$ cat config.mk
export PLATFORM = sky130hd
export DESIGN_NAME = cache_line_ctrl_dm_flat
export DESIGN_NICKNAME = d
export VERILOG_FILES = /design/src/rtl/cache_line_ctrl_dm_if.sv /design/src/rtl/cache_line_ctrl_dm.sv /design/src/flat_wrapper.sv
export SDC_FILE = /design/constraint.sdc
export NUM_CORES = 1
export LEC_CHECK = 0
export CAP_MARGIN = 25
export CORE_UTILIZATION = 38
export CTS_BUF_LIST = sky130_fd_sc_hd__clkbuf_4
export DETAILED_ROUTE_END_ITERATION = 8
export GPL_ROUTABILITY_DRIVEN = 1
export PLACE_DENSITY = 0.88
export SYNTH_ARGS = -nofsm -noshare
export SYNTH_HDL_FRONTEND = slang
export SYNTH_SLANG_ARGS = --single-unit
$ cat constraint.sdc
create_clock -name clk -period 2.8 [get_ports clk]
set_input_delay 0.56 -clock clk [delete_from_list [all_inputs] [get_ports clk]]
set_output_delay 0.56 -clock clk [all_outputs]
set_load 0.02 [all_outputs]
$ cat src/rtl/cache_line_ctrl_dm_if.sv
// cache_line_ctrl_dm_if: core, tag-store, data-RAM and BIU signals of the direct-mapped cache controller
interface cache_line_ctrl_dm_if #(
  parameter int ADDR_WID = 24,
  parameter int ENTRY_NUM = 16,
  parameter int LINE_WORDS = 8
);
  localparam int ENTRYSEL_WID = ENTRY_NUM > 1 ? $clog2(ENTRY_NUM) : 1;
  localparam int WORDSEL_WID = $clog2(LINE_WORDS);
  localparam int TAG_WID = ADDR_WID - ENTRYSEL_WID - WORDSEL_WID;
  logic core_req;
  logic core_we;
  logic [ADDR_WID-1:0] core_addr;
  logic core_flush;
  logic core_ready;
  logic tag_read;
  logic tag_wthru;
  logic tag_wback;
  logic [TAG_WID-1:0] tag_addr_tag;
  logic [ENTRYSEL_WID-1:0] tag_addr_ent;
  logic tag_valid_clear;
  logic [TAG_WID-1:0] tag_refill_tag;
  logic tag_line_refill;
  logic tag_writeback_ok;
  logic tag_line_miss;
  logic tag_replace_dirty;
  logic [TAG_WID-1:0] victim_tag;
  logic cmem_we;
  logic [ENTRYSEL_WID+WORDSEL_WID-1:0] cmem_addr;
  logic cmem_src_biu;
  logic biu_req;
  logic biu_we;
  logic [ADDR_WID-1:0] biu_addr;
  logic biu_ack;
  modport master (
    input core_req, core_we, core_addr, core_flush, tag_line_miss, tag_replace_dirty, victim_tag, biu_ack,
    output core_ready, tag_read, tag_wthru, tag_wback, tag_addr_tag, tag_addr_ent, tag_valid_clear,
    output tag_refill_tag, tag_line_refill, tag_writeback_ok, cmem_we, cmem_addr, cmem_src_biu,
    output biu_req, biu_we, biu_addr
  );
  modport slave (
    output core_req, core_we, core_addr, core_flush, tag_line_miss, tag_replace_dirty, victim_tag, biu_ack,
    input core_ready, tag_read, tag_wthru, tag_wback, tag_addr_tag, tag_addr_ent, tag_valid_clear,
    input tag_refill_tag, tag_line_refill, tag_writeback_ok, cmem_we, cmem_addr, cmem_src_biu,
    input biu_req, biu_we, biu_addr
  );
endinterface

$ cat src/rtl/cache_line_ctrl_dm.sv
// cache_line_ctrl_dm: lookup, writeback, refill and write-through sequencing for a direct-mapped cache
module cache_line_ctrl_dm #(
  parameter int ADDR_WID = 24,
  parameter int ENTRY_NUM = 16,
  parameter int LINE_WORDS = 8,
  parameter bit WBACK_ENABLE = 1'b0
) (
  input logic clk,
  input logic rst_n,
  cache_line_ctrl_dm_if.master bus
);
  localparam int ENTRYSEL_WID = ENTRY_NUM > 1 ? $clog2(ENTRY_NUM) : 1;
  localparam int WORDSEL_WID = $clog2(LINE_WORDS);
  localparam int TAG_WID = ADDR_WID - ENTRYSEL_WID - WORDSEL_WID;
  typedef enum logic [2:0] {IDLE, WTHRU, WBACK, WB_DONE, REFILL, FILL_DONE} state_t;
  state_t state, nxt;
  logic [WORDSEL_WID-1:0] cnt, cnt_n, word;
  logic [TAG_WID-1:0] vtag, vtag_n, tag_f;
  logic [ENTRYSEL_WID-1:0] ent;
  assign tag_f = bus.core_addr[ADDR_WID-1 -: TAG_WID];
  assign ent = bus.core_addr[WORDSEL_WID +: ENTRYSEL_WID];
  assign word = bus.core_addr[WORDSEL_WID-1:0];
  assign bus.tag_addr_tag = tag_f;
  assign bus.tag_addr_ent = ent;
  assign bus.tag_refill_tag = tag_f;
  // state, beat counter and latched victim tag
  always_ff @(posedge clk or negedge rst_n)
    if (!rst_n) begin
      state <= IDLE;
      cnt <= '0;
      vtag <= '0;
    end else begin
      state <= nxt;
      cnt <= cnt_n;
      vtag <= vtag_n;
    end
  // next state and all strobes; the bus address selects victim or requested line by state
  always_comb begin
    nxt = state;
    cnt_n = cnt;
    vtag_n = vtag;
    bus.core_ready = 1'b0;
    bus.tag_read = 1'b0;
    bus.tag_wthru = 1'b0;
    bus.tag_wback = 1'b0;
    bus.tag_valid_clear = 1'b0;
    bus.tag_line_refill = 1'b0;
    bus.tag_writeback_ok = 1'b0;
    bus.cmem_we = 1'b0;
    bus.cmem_addr = '0;
    bus.cmem_src_biu = 1'b0;
    bus.biu_req = 1'b0;
    bus.biu_we = 1'b0;
    bus.biu_addr = '0;
    case (state)
      IDLE:
        if (bus.core_flush) begin
          bus.tag_valid_clear = 1'b1;
          bus.core_ready = 1'b1;
        end else if (bus.core_req) begin
          bus.tag_read = !bus.core_we;
          bus.tag_wthru = bus.core_we && !WBACK_ENABLE;
          bus.tag_wback = bus.core_we && WBACK_ENABLE;
          bus.cmem_addr = {ent, word};
          if (!bus.tag_line_miss) begin
            bus.core_ready = !bus.core_we || WBACK_ENABLE;
            bus.cmem_we = bus.core_we && WBACK_ENABLE;
            nxt = bus.core_we && !WBACK_ENABLE ? WTHRU : IDLE;
          end else begin
            cnt_n = '0;
            vtag_n = bus.victim_tag;
            nxt = WBACK_ENABLE && bus.tag_replace_dirty ? WBACK : REFILL;
          end
        end
      WTHRU: begin
        bus.biu_req = 1'b1;
        bus.biu_we = 1'b1;
        bus.biu_addr = bus.core_addr;
        bus.cmem_addr = {ent, word};
        bus.cmem_we = bus.biu_ack;
        bus.core_ready = bus.biu_ack;
        nxt = bus.biu_ack ? IDLE : WTHRU;
      end
      WBACK: begin
        bus.biu_req = 1'b1;
        bus.biu_we = 1'b1;
        bus.biu_addr = {vtag, ent, cnt};
        bus.cmem_addr = {ent, cnt};
        cnt_n = bus.biu_ack ? cnt + 1'b1 : cnt;
        nxt = bus.biu_ack && &cnt ? WB_DONE : WBACK;
      end
      WB_DONE: begin
        bus.tag_writeback_ok = 1'b1;
        nxt = REFILL;
      end
      REFILL: begin
        bus.biu_req = 1'b1;
        bus.biu_addr = {tag_f, ent, cnt};
        bus.cmem_addr = {ent, cnt};
        bus.cmem_we = bus.biu_ack;
        bus.cmem_src_biu = bus.biu_ack;
        cnt_n = bus.biu_ack ? cnt + 1'b1 : cnt;
        nxt = bus.biu_ack && &cnt ? FILL_DONE : REFILL;
      end
      FILL_DONE: begin
        bus.tag_line_refill = 1'b1;
        nxt = IDLE;
      end
      default: nxt = IDLE;
    endcase
  end
endmodule
$ cat src/flat_wrapper.sv
// flat-port wrapper written by rule: the top's interface ports become plain ports
module cache_line_ctrl_dm_flat 
#(
  parameter int ADDR_WID = 24,
  parameter int ENTRY_NUM = 16,
  parameter int LINE_WORDS = 8,
  parameter bit WBACK_ENABLE = 1'b0
)
  (clk, rst_n, bus_core_req, bus_core_we, bus_core_addr, bus_core_flush, bus_tag_line_miss, bus_tag_replace_dirty, bus_victim_tag, bus_biu_ack, bus_core_ready, bus_tag_read, bus_tag_wthru, bus_tag_wback, bus_tag_addr_tag, bus_tag_addr_ent, bus_tag_valid_clear, bus_tag_refill_tag, bus_tag_line_refill, bus_tag_writeback_ok, bus_cmem_we, bus_cmem_addr, bus_cmem_src_biu, bus_biu_req, bus_biu_we, bus_biu_addr);
  cache_line_ctrl_dm_if #(.ADDR_WID(ADDR_WID), .ENTRY_NUM(ENTRY_NUM), .LINE_WORDS(LINE_WORDS)) bus_i ();
  input logic clk;
  input logic rst_n;
  input wire logic [$bits(bus_i.core_req)-1:0] bus_core_req;
  input wire logic [$bits(bus_i.core_we)-1:0] bus_core_we;
  input wire logic [$bits(bus_i.core_addr)-1:0] bus_core_addr;
  input wire logic [$bits(bus_i.core_flush)-1:0] bus_core_flush;
  input wire logic [$bits(bus_i.tag_line_miss)-1:0] bus_tag_line_miss;
  input wire logic [$bits(bus_i.tag_replace_dirty)-1:0] bus_tag_replace_dirty;
  input wire logic [$bits(bus_i.victim_tag)-1:0] bus_victim_tag;
  input wire logic [$bits(bus_i.biu_ack)-1:0] bus_biu_ack;
  output wire logic [$bits(bus_i.core_ready)-1:0] bus_core_ready;
  output wire logic [$bits(bus_i.tag_read)-1:0] bus_tag_read;
  output wire logic [$bits(bus_i.tag_wthru)-1:0] bus_tag_wthru;
  output wire logic [$bits(bus_i.tag_wback)-1:0] bus_tag_wback;
  output wire logic [$bits(bus_i.tag_addr_tag)-1:0] bus_tag_addr_tag;
  output wire logic [$bits(bus_i.tag_addr_ent)-1:0] bus_tag_addr_ent;
  output wire logic [$bits(bus_i.tag_valid_clear)-1:0] bus_tag_valid_clear;
  output wire logic [$bits(bus_i.tag_refill_tag)-1:0] bus_tag_refill_tag;
  output wire logic [$bits(bus_i.tag_line_refill)-1:0] bus_tag_line_refill;
  output wire logic [$bits(bus_i.tag_writeback_ok)-1:0] bus_tag_writeback_ok;
  output wire logic [$bits(bus_i.cmem_we)-1:0] bus_cmem_we;
  output wire logic [$bits(bus_i.cmem_addr)-1:0] bus_cmem_addr;
  output wire logic [$bits(bus_i.cmem_src_biu)-1:0] bus_cmem_src_biu;
  output wire logic [$bits(bus_i.biu_req)-1:0] bus_biu_req;
  output wire logic [$bits(bus_i.biu_we)-1:0] bus_biu_we;
  output wire logic [$bits(bus_i.biu_addr)-1:0] bus_biu_addr;
  assign bus_i.core_req = bus_core_req;
  assign bus_i.core_we = bus_core_we;
  assign bus_i.core_addr = bus_core_addr;
  assign bus_i.core_flush = bus_core_flush;
  assign bus_i.tag_line_miss = bus_tag_line_miss;
  assign bus_i.tag_replace_dirty = bus_tag_replace_dirty;
  assign bus_i.victim_tag = bus_victim_tag;
  assign bus_i.biu_ack = bus_biu_ack;
  assign bus_core_ready = bus_i.core_ready;
  assign bus_tag_read = bus_i.tag_read;
  assign bus_tag_wthru = bus_i.tag_wthru;
  assign bus_tag_wback = bus_i.tag_wback;
  assign bus_tag_addr_tag = bus_i.tag_addr_tag;
  assign bus_tag_addr_ent = bus_i.tag_addr_ent;
  assign bus_tag_valid_clear = bus_i.tag_valid_clear;
  assign bus_tag_refill_tag = bus_i.tag_refill_tag;
  assign bus_tag_line_refill = bus_i.tag_line_refill;
  assign bus_tag_writeback_ok = bus_i.tag_writeback_ok;
  assign bus_cmem_we = bus_i.cmem_we;
  assign bus_cmem_addr = bus_i.cmem_addr;
  assign bus_cmem_src_biu = bus_i.cmem_src_biu;
  assign bus_biu_req = bus_i.biu_req;
  assign bus_biu_we = bus_i.biu_we;
  assign bus_biu_addr = bus_i.biu_addr;
  cache_line_ctrl_dm #(.ADDR_WID(ADDR_WID), .ENTRY_NUM(ENTRY_NUM), .LINE_WORDS(LINE_WORDS), .WBACK_ENABLE(WBACK_ENABLE)) u_core (.clk(clk), .rst_n(rst_n), .bus(bus_i));
endmodule
# [Word level (Yosys, flattened, before mapping)]
# Cells that the tools add are included.
[totals] register_bits=23 input_bits=49 wordCells=61
[op_classes] n_addsub=1 n_eq_ne=9 n_mux=35 bitwise_logic=1 reduce_logical=12
[ops] op="24-bit case mux with 3 select lines" n=1
[ops] op="1-bit two-way mux" n=21
[ops] op="3-bit two-way mux" n=7
[ops] op="7-bit case mux with 3 select lines" n=1
[ops] op="3-bit case mux with 5 select lines" n=1
[ops] op="7-bit two-way mux" n=2
[ops] op="3-bit by 2-bit equality test with 1-bit output, second input constant" n=2
[ops] op="3-bit equality test, second input constant" n=2
[ops] op="2-bit inequality test, second input constant" n=3
[ops] op="3-bit case mux with 2 select lines" n=1
[ops] op="2-bit OR reduction" n=3
[ops] op="5-bit AND reduction" n=1
[ops] op="4-bit AND reduction" n=1
[ops] op="3-bit by 1-bit adder with 3-bit output, second input constant" n=1
[ops] op="3-bit by 1-bit equality test with 1-bit output, second input constant" n=1
[ops] op="3-bit logical NOT" n=1
[ops] op="3-bit AND reduction" n=1
[ops] op="3-bit OR reduction" n=1
[ops] op="2-bit by 1-bit inequality test with 1-bit output, second input constant" n=1
[ops] op="1-bit case mux with 2 select lines" n=1
[ops] op="2-bit AND reduction" n=1
[ops] op="2-bit nonzero test" n=1
[ops] op="1-bit logical AND" n=1
[ops] op="1-bit logical NOT" n=1
[ops] op="1-bit NOT" n=1

# [Depth between registers and ports, before layout]
# Gate-level depths: netlist of run 1.
[depth] ltp_word=5 ltp_mapped=6 ltp_nobuf=4

# [Worst setup path before layout of run 1]
# Ideal clock, no wire load.
[synth_path] path_type="reg-to-output" from="register u_core.state[0]" to="output port bus_tag_read" arrival_time_ns=1.554 slack_ns=0.686 stages_incl_launch_ff=4 path_buffers=1 cell_sequence="dfrtp_1 > buf_2 > or2_2 > nor4_1"
[synth_via] elab_chain_cells=2
[synth_lines] element="start, declared" line="cache_line_ctrl_dm.sv:16" source="state_t state, nxt;"
[synth_lines] element="start signal, assigned" line="cache_line_ctrl_dm.sv:33" source="state <= nxt;"
[synth_lines] element="3-bit logical NOT" line="cache_line_ctrl_dm.sv:55" source="case (state)"
[synth_lines] element="1-bit two-way mux" line="cache_line_ctrl_dm.sv:55"
[synth_lines] element="end, declared" line="flat_wrapper.sv:22" source="output wire logic [$bits(bus_i.tag_read)-1:0] bus_tag_read;"
# No other way between the ends.

# [Final worst setup path of run 1]
[layout_path] from="input port bus_core_req" to="output port bus_tag_wthru"
[layout_via] elab_chain_cells=3
[layout_lines] element="start, declared" line="flat_wrapper.sv:13" source="input wire logic [$bits(bus_i.core_req)-1:0] bus_core_req;"
[layout_lines] element="1-bit two-way mux" line="cache_line_ctrl_dm.sv:60" source="end else if (bus.core_req) begin"
[layout_lines] element="1-bit two-way mux" line="cache_line_ctrl_dm.sv:57" source="if (bus.core_flush) begin"
[layout_lines] element="1-bit two-way mux" line="cache_line_ctrl_dm.sv:55"
[layout_lines] element="end, declared" line="flat_wrapper.sv:23" source="output wire logic [$bits(bus_i.tag_wthru)-1:0] bus_tag_wthru;"
# No other way between the ends.

==> impl_metrics.toml, run 1 <==
[status]
outcome = "completed"

[cts]
cts_sinks = 23
tritoncts = "done"
cts_buffers = 3
clk_latency_ns = 0.30
htreeDepth = 1
clockRootBuffer = "clkbuf_4"
cts_max_path_buffers = 2
clk_pin_slew_ns = 0.12

[sta]
setup_viol = 0
max_freq_mhz = 366
timing.final.crit_share_pct = 97.6
holdWs_ns = 0.526
clock_skew_ns = 0.00230
maxSlewViolCount = 0
hold_viol = 0
finalCriticalPeriod_ns = 2.73
setup_ws_ns = 0.0664

[drt]
avgViaCountPerCell = 4.96
wirelength_um = 4430
route.detailed.drc = 0
vias = 1586
firstDrtPassIters = 4
drt_iter0_markers = 47
routedWlPerCell_um = 13.8
drtAntennaViolNets = 0

[pwr]
p_sw_mw = 0.904
clkPwrFrac_pct = 6.9
peakVddDrop_uv = 342
powerDensity_mw_per_mm2 = 790
pwr-share-seq_pct = 26.1
comb_power_share_pct = 67.0
leakage_nw = 1.31
p_sw_share_pct = 39.3
internal_power_mw = 1.39

[worst_setup_path]
crit_top_cell = "clkdlybuf4s50_1"
crit_chain = "clkdlybuf4s50_1 -> buf_4 -> nor2b_1 -> nand3_1 -> inv_1 -> clkdlybuf4s50_1"
path_delay_family = "buffers and inverters"
crit_slowest_cell = "clkdlybuf4s50_1"
cp_data_required_time_ns = 2.24
r2r_start = "u_core.state[2]$_DFFE_PN0P_"
crit_buf_inv = 4
cp.arrival_ns = 2.17
worstPathMaxFanout = 3
rrSetupSlack_ns = 0.91
cp-start-kind = "primary input"
critical_path_class = "in -> out"
endpoint_kind = "output port"
startpoint = "bus_core_req"
crit_path_max_incr_delay_ns = 0.59

[cells_and_area]
drive_gt1_share_pct = 17.9
fin_util_pct = 66.3
layout_commonest_cell = "clkdlybuf4s50_1"
fin_nets = 320
antenna_cells = 0
final_cell_mix = "clkdlybuf4s50_1 (119), dfrtp_1 (20), a22o_1 (17)"
syn_to_final_growth_pct = 67.0
num-fill-cells = 356

[synthesis]
syn_area_mm2 = 0.00174
ys_seq_area_share_pct = 33.0
post-synth-top-area-cell = "dfrtp_1"
synth_edf_count = 0
async_reset_ff_share_pct = 100
yosys_warnings = 0
synth.area.top_cells = "dfrtp_1 (33%), buf_4 (18%), mux2_4 (8.6%), a22o_1 (8.5%), mux2_2 (4.5%)"
syn_avg_cell_area_um2 = 10.4
synth-seq-cells = 23
ys.flop_type = "dfrtp_1"
netlist_instances = 167
synth.distinct_cells = 37
synth.top_cell.area_share_pct = 33.0
syn_nets = 218

[placed_design]
dp_hpwl_um = 3420
port_buffers = 126
gp_congestion = 0.783
place_ws_ns = -0.0224

[grt]
gr-total-overflow = 0
grt.total_usage_pct = 17.4
grt_max_degree = 24
antenna_found_initial = 0
grt_first_pass_wirelength_um = 7020
grt_pass1_vias = 1539

[floorplanning]
chipHeight_um = 69.7
row_count = 24
ioPinCount = 129
fp.dieW_um = 69.7
fp.coreArea_mm2 = 0.00438
dieArea_mm2 = 0.00486
initial_utilization_pct = 39.7

[min_path]
hp-class = "reg -> reg"
hp-start = "u_core.vtag[1]$_DFFE_PN0P_"

[flow_run]
drv_cap = 0
state kept, by name, summed over array words and instances (netlist names):
register	cells
u_core.state	3
u_core.vtag	17
u_core.cnt	3
power by group through the flow:
stage	Combinational [mW]	Clock, mW	Sequential (mW)
2_1_floorplan	0.931	0	0.551
3_5_place_dp	1.51	0	0.611
4_1_cts	1.49	0.169	0.609
3_3_place_gp	1.47	0	0.610
5_1_grt	1.64	0.186	0.621
6_report	1.54	0.159	0.600
layout make-up:
| type | instances | area, um2 | share of cell area, % |
|---|---|---|---|
| Timing Repair Buffer | 144 | 1400 | 48.3 |
| Clock buffer | 4 | 30.0 | 1.03 |
| Inverter | 4 | 15.0 | 0.516 |
| Tap cell | 52 | 65.1 | 2.24 |
| Multi-Input combinational cell | 93 | 815 | 28.0 |
| Sequential cell | 23 | 579 | 19.9 |
cells in the mapped netlist, drive strengths merged (2+ instances only):
master and count:
and2 8, a21oi 4, nor2 4, a22o 17
a32o 5, nor3 3, dfrtp 23, nor3b 4
a21o 5, nor4 2, buf 47, ha 2
nor2b 2, nand2 2, inv 4, nand2b 2
xnor2 3, mux2 17
cell families after synthesis:
kind of cell | share of synthesized area (%)
adders and majority gates | 2.01
other | 0.215
DFF | 33.0
and+or+nand+nor | 11.8
buffers and inverters | 20.8
AOI/OAI and AO/OA | 17.0
muxes | 13.1
xor gates and xnor gates | 2.01
layer usage:
| metal | track usage (%) | vias to the layer above | wire length, um |
|---|---|---|---|
| li1 | - | 768 | - |
| met1 | 19.5 | 734 | 1710 |
| met2 | 33.1 | 82 | 2280 |
| met3 | 4.22 | 2 | 428 |
| met4 | 3.56 | 0 | 12 |
| met5 | 0 | - | 0 |
final timing paths:
kind,cells after the start,end
min in group asynchronous,2,u_core.vtag[10]$_DFFE_PN0P_
worst max-delay path,6,bus_tag_wthru
max in group asynchronous,2,u_core.state[0]$_DFFE_PN0P_
worst min register to register,1,u_core.vtag[1]$_DFFE_PN0P_
worst min-delay path,1,u_core.vtag[1]$_DFFE_PN0P_
worst max register to register,5,u_core.vtag[3]$_DFFE_PN0P_
what timing repair did:
| action | 4_1_cts | 5_1_grt |
|---|---|---|
| hold buffers | 0 | 0 |
| setup endpoints to repair | 28 | 27 |
| resized for setup | 6 | 7 |
| buffers inserted | 0 | 5 |
| hold endpoints to repair | 0 | 0 |
metrics by stage:
step | area (um2) | total power [mW] | cells | setup TNS [ns]
5_1_grt | 2910 | 2.45 | 320 | -0.0501
6_report | 2910 | 2.30 | 320 | 0
3_5_place_dp | 2820 | 2.12 | 311 | -0.0468
2_1_floorplan | 1740 | 1.48 | 167 | 0
4_1_cts | 2850 | 2.27 | 315 | 0
3_3_place_gp | 2820 | 2.08 | 311 | 0
No activity file was read; power rests on OpenSTA's default activity.
==> run 2: changes to the inputs <==
--- a/config.mk
+++ b/config.mk
@@ -6,6 +6,7 @@
 export NUM_CORES = 1
 export LEC_CHECK = 0
 export CAP_MARGIN = 25
+export CORE_MARGIN = 10
 export CORE_UTILIZATION = 38
 export CTS_BUF_LIST = sky130_fd_sc_hd__clkbuf_4
 export DETAILED_ROUTE_END_ITERATION = 8
==> impl_metrics.toml, run 2 (synthesized netlist as in run 1, its figures left out) <==
[worst_setup_path]
crit_top_cell = "buf_4"
crit_path_end = "bus_biu_addr[12]"
cp.arrival_ns = 2.13
reg2reg_depth = 5
cp-start-kind = "flop"
r2r_start = "u_core.state[0]$_DFFE_PN0P_"
critical_path_class = "reg -> out"
reg2reg_to = "u_core.vtag[4]$_DFFE_PN0P_"
crit_chain = "buf_4 -> nor2_2 -> buf_4 -> a22o_1 -> clkdlybuf4s50_1"
cp_data_required_time_ns = 2.24
endpoint_kind = "output port"
crit_slowest_cell = "clkdlybuf4s50_1"
worstPathMaxFanout = 17
rrSetupSlack_ns = 0.86
startpoint = "u_core.state[1]$_DFFE_PN0P_"
crit_path_max_incr_delay_ns = 0.61

[min_path]
hp-class = "reg -> reg"

[cts]
cts_max_path_buffers = 2
clk_pin_slew_ns = 0.13
cts_buffers = 3
clk_latency_ns = 0.30
holdBufCountCts = 0
cts_sinks = 23
htreeDepth = 1
tritoncts = "done"
clockRootBuffer = "clkbuf_4"

[cells_and_area]
num-fill-cells = 349
finalNonFillerCells = 317
seqCellArea_um2 = 579
largest_register_ffs = 17
antenna_cells = 0
multi_input_area_um2 = 820
layout_commonest_cell = "clkdlybuf4s50_1"
drive_gt1_share_pct = 17.4
fin_nets = 317
final_cell_mix = "clkdlybuf4s50_1 (113), dfrtp_1 (20), a22o_1 (17)"
regMostFlops = "u_core.vtag"
syn_to_final_growth_pct = 66.6
reg_top3 = "u_core.vtag x17, u_core.cnt x3, u_core.state x3"

[placed_design]
port_buffers = 126
dp_hpwl_um = 4710
numPlacedInstances = 310
gp_congestion = 0.812

[drt]
route.detailed.drc = 0
vias = 1583
drt_iter0_markers = 40
wirelength_um = 5630
routedWlPerCell_um = 17.7
drtAntennaViolNets = 0
avgViaCountPerCell = 4.99
firstDrtPassIters = 4

[grt]
gr-total-overflow = 0
grt.total_usage_pct = 13.9
grt_pass1_vias = 1744
grt_max_degree = 24
antenna_found_initial = 0
grt_first_pass_wirelength_um = 8700

[floorplanning]
dieArea_mm2 = 0.00769
chipHeight_um = 87.7
row_count = 24
ioPinCount = 129
fp.dieW_um = 87.7
initial_utilization_pct = 39.7
fp.coreArea_mm2 = 0.00438

[sta]
clock_skew_ns = 0.0108
finalCriticalPeriod_ns = 2.69
timing.final.crit_share_pct = 96.1
max_freq_mhz = 372
rsz0062_at_grt = "false"
holdWs_ns = 0.529
hold_viol = 0
maxSlewViolCount = 0
setup_viol = 0

[pwr]
leakage_nw = 1.37
peakVddDrop_uv = 367
powerDensity_mw_per_mm2 = 785

[flow_run]
drv_cap = 0

[status]
outcome = "completed"
## run 2: layer usage
layer | part of all wire, % | wire (um) | up-vias | track usage, %
li1 | - | - | 757 | -
met3 | 13 | 734 | 2 | 7.80
met1 | 36 | 2040 | 743 | 13.5
met5 | 0 | 0 | - | 0
met4 | 0.41 | 23 | 0 | 2.61
met2 | 50 | 2820 | 81 | 25.4
## run 2: power breakdown
part           switching, mW  leakage (nW)  internal (mW)
registers              0.118         0.277          0.484
clock network         0.0948        0.0184         0.0651
logic                  0.711          1.08          0.803
## run 2: how the worst min path moves through the flow
stage	depth (start not counted)	slack, ns	start	endpoint
2_1_floorplan	0	0.26	rst_n	u_core.cnt[0]$_DFFE_PN0P_
3_3_place_gp	1	0.50	u_core.vtag[2]$_DFFE_PN0P_	u_core.vtag[2]$_DFFE_PN0P_
3_5_place_dp	1	0.50	u_core.vtag[3]$_DFFE_PN0P_	u_core.vtag[3]$_DFFE_PN0P_
4_1_cts	1	0.53	u_core.vtag[3]$_DFFE_PN0P_	u_core.vtag[3]$_DFFE_PN0P_
5_1_grt	1	0.54	u_core.vtag[3]$_DFFE_PN0P_	u_core.vtag[3]$_DFFE_PN0P_
6_report	1	0.53	u_core.vtag[2]$_DFFE_PN0P_	u_core.vtag[2]$_DFFE_PN0P_
## run 2: layout make-up
cell class                      instances  area share (%)
Timing Repair Buffer                  141            48.0
Multi-Input combinational cell         93            28.2
Sequential cell                        23            20.0
Tap cell                               52            2.24
Clock buffer                            4            1.03
Inverter                                4           0.517
## run 2: per-stage QoR
step / TNS, ns / setup slack [ns] / total power, mW / utilization, % / area, um2
after CTS: 0 / 0.0137 / 2.29 / 64.8 / 2840
after detailed placement: -0.0540 / -0.0164 / 2.14 / 64.1 / 2810
after global placement: -0.0343 / -0.0122 / 2.10 / 64.1 / 2810
final: 0 / 0.109 / 2.28 / 66.2 / 2900
after floorplan: 0 / 0.686 / 1.48 / - / 1740
after global routing: 0 / 0.0104 / 2.43 / 66.2 / 2900
## run 2: timing repair
action | CTS | global route
resized for setup | 6 | 13
setup endpoints to repair | 11 | 23
buffers inserted | 0 | 3
## run 2: worst max-delay path, delay by kind of cell, from the launching register on
family | cells | cell delay, ns
AO/OA/AOI/OAI | 1 | 0.17
buffers and inverters | 3 | 1.05
flip-flops | 1 | 0.50
AND/OR/NAND/NOR | 1 | 0.10
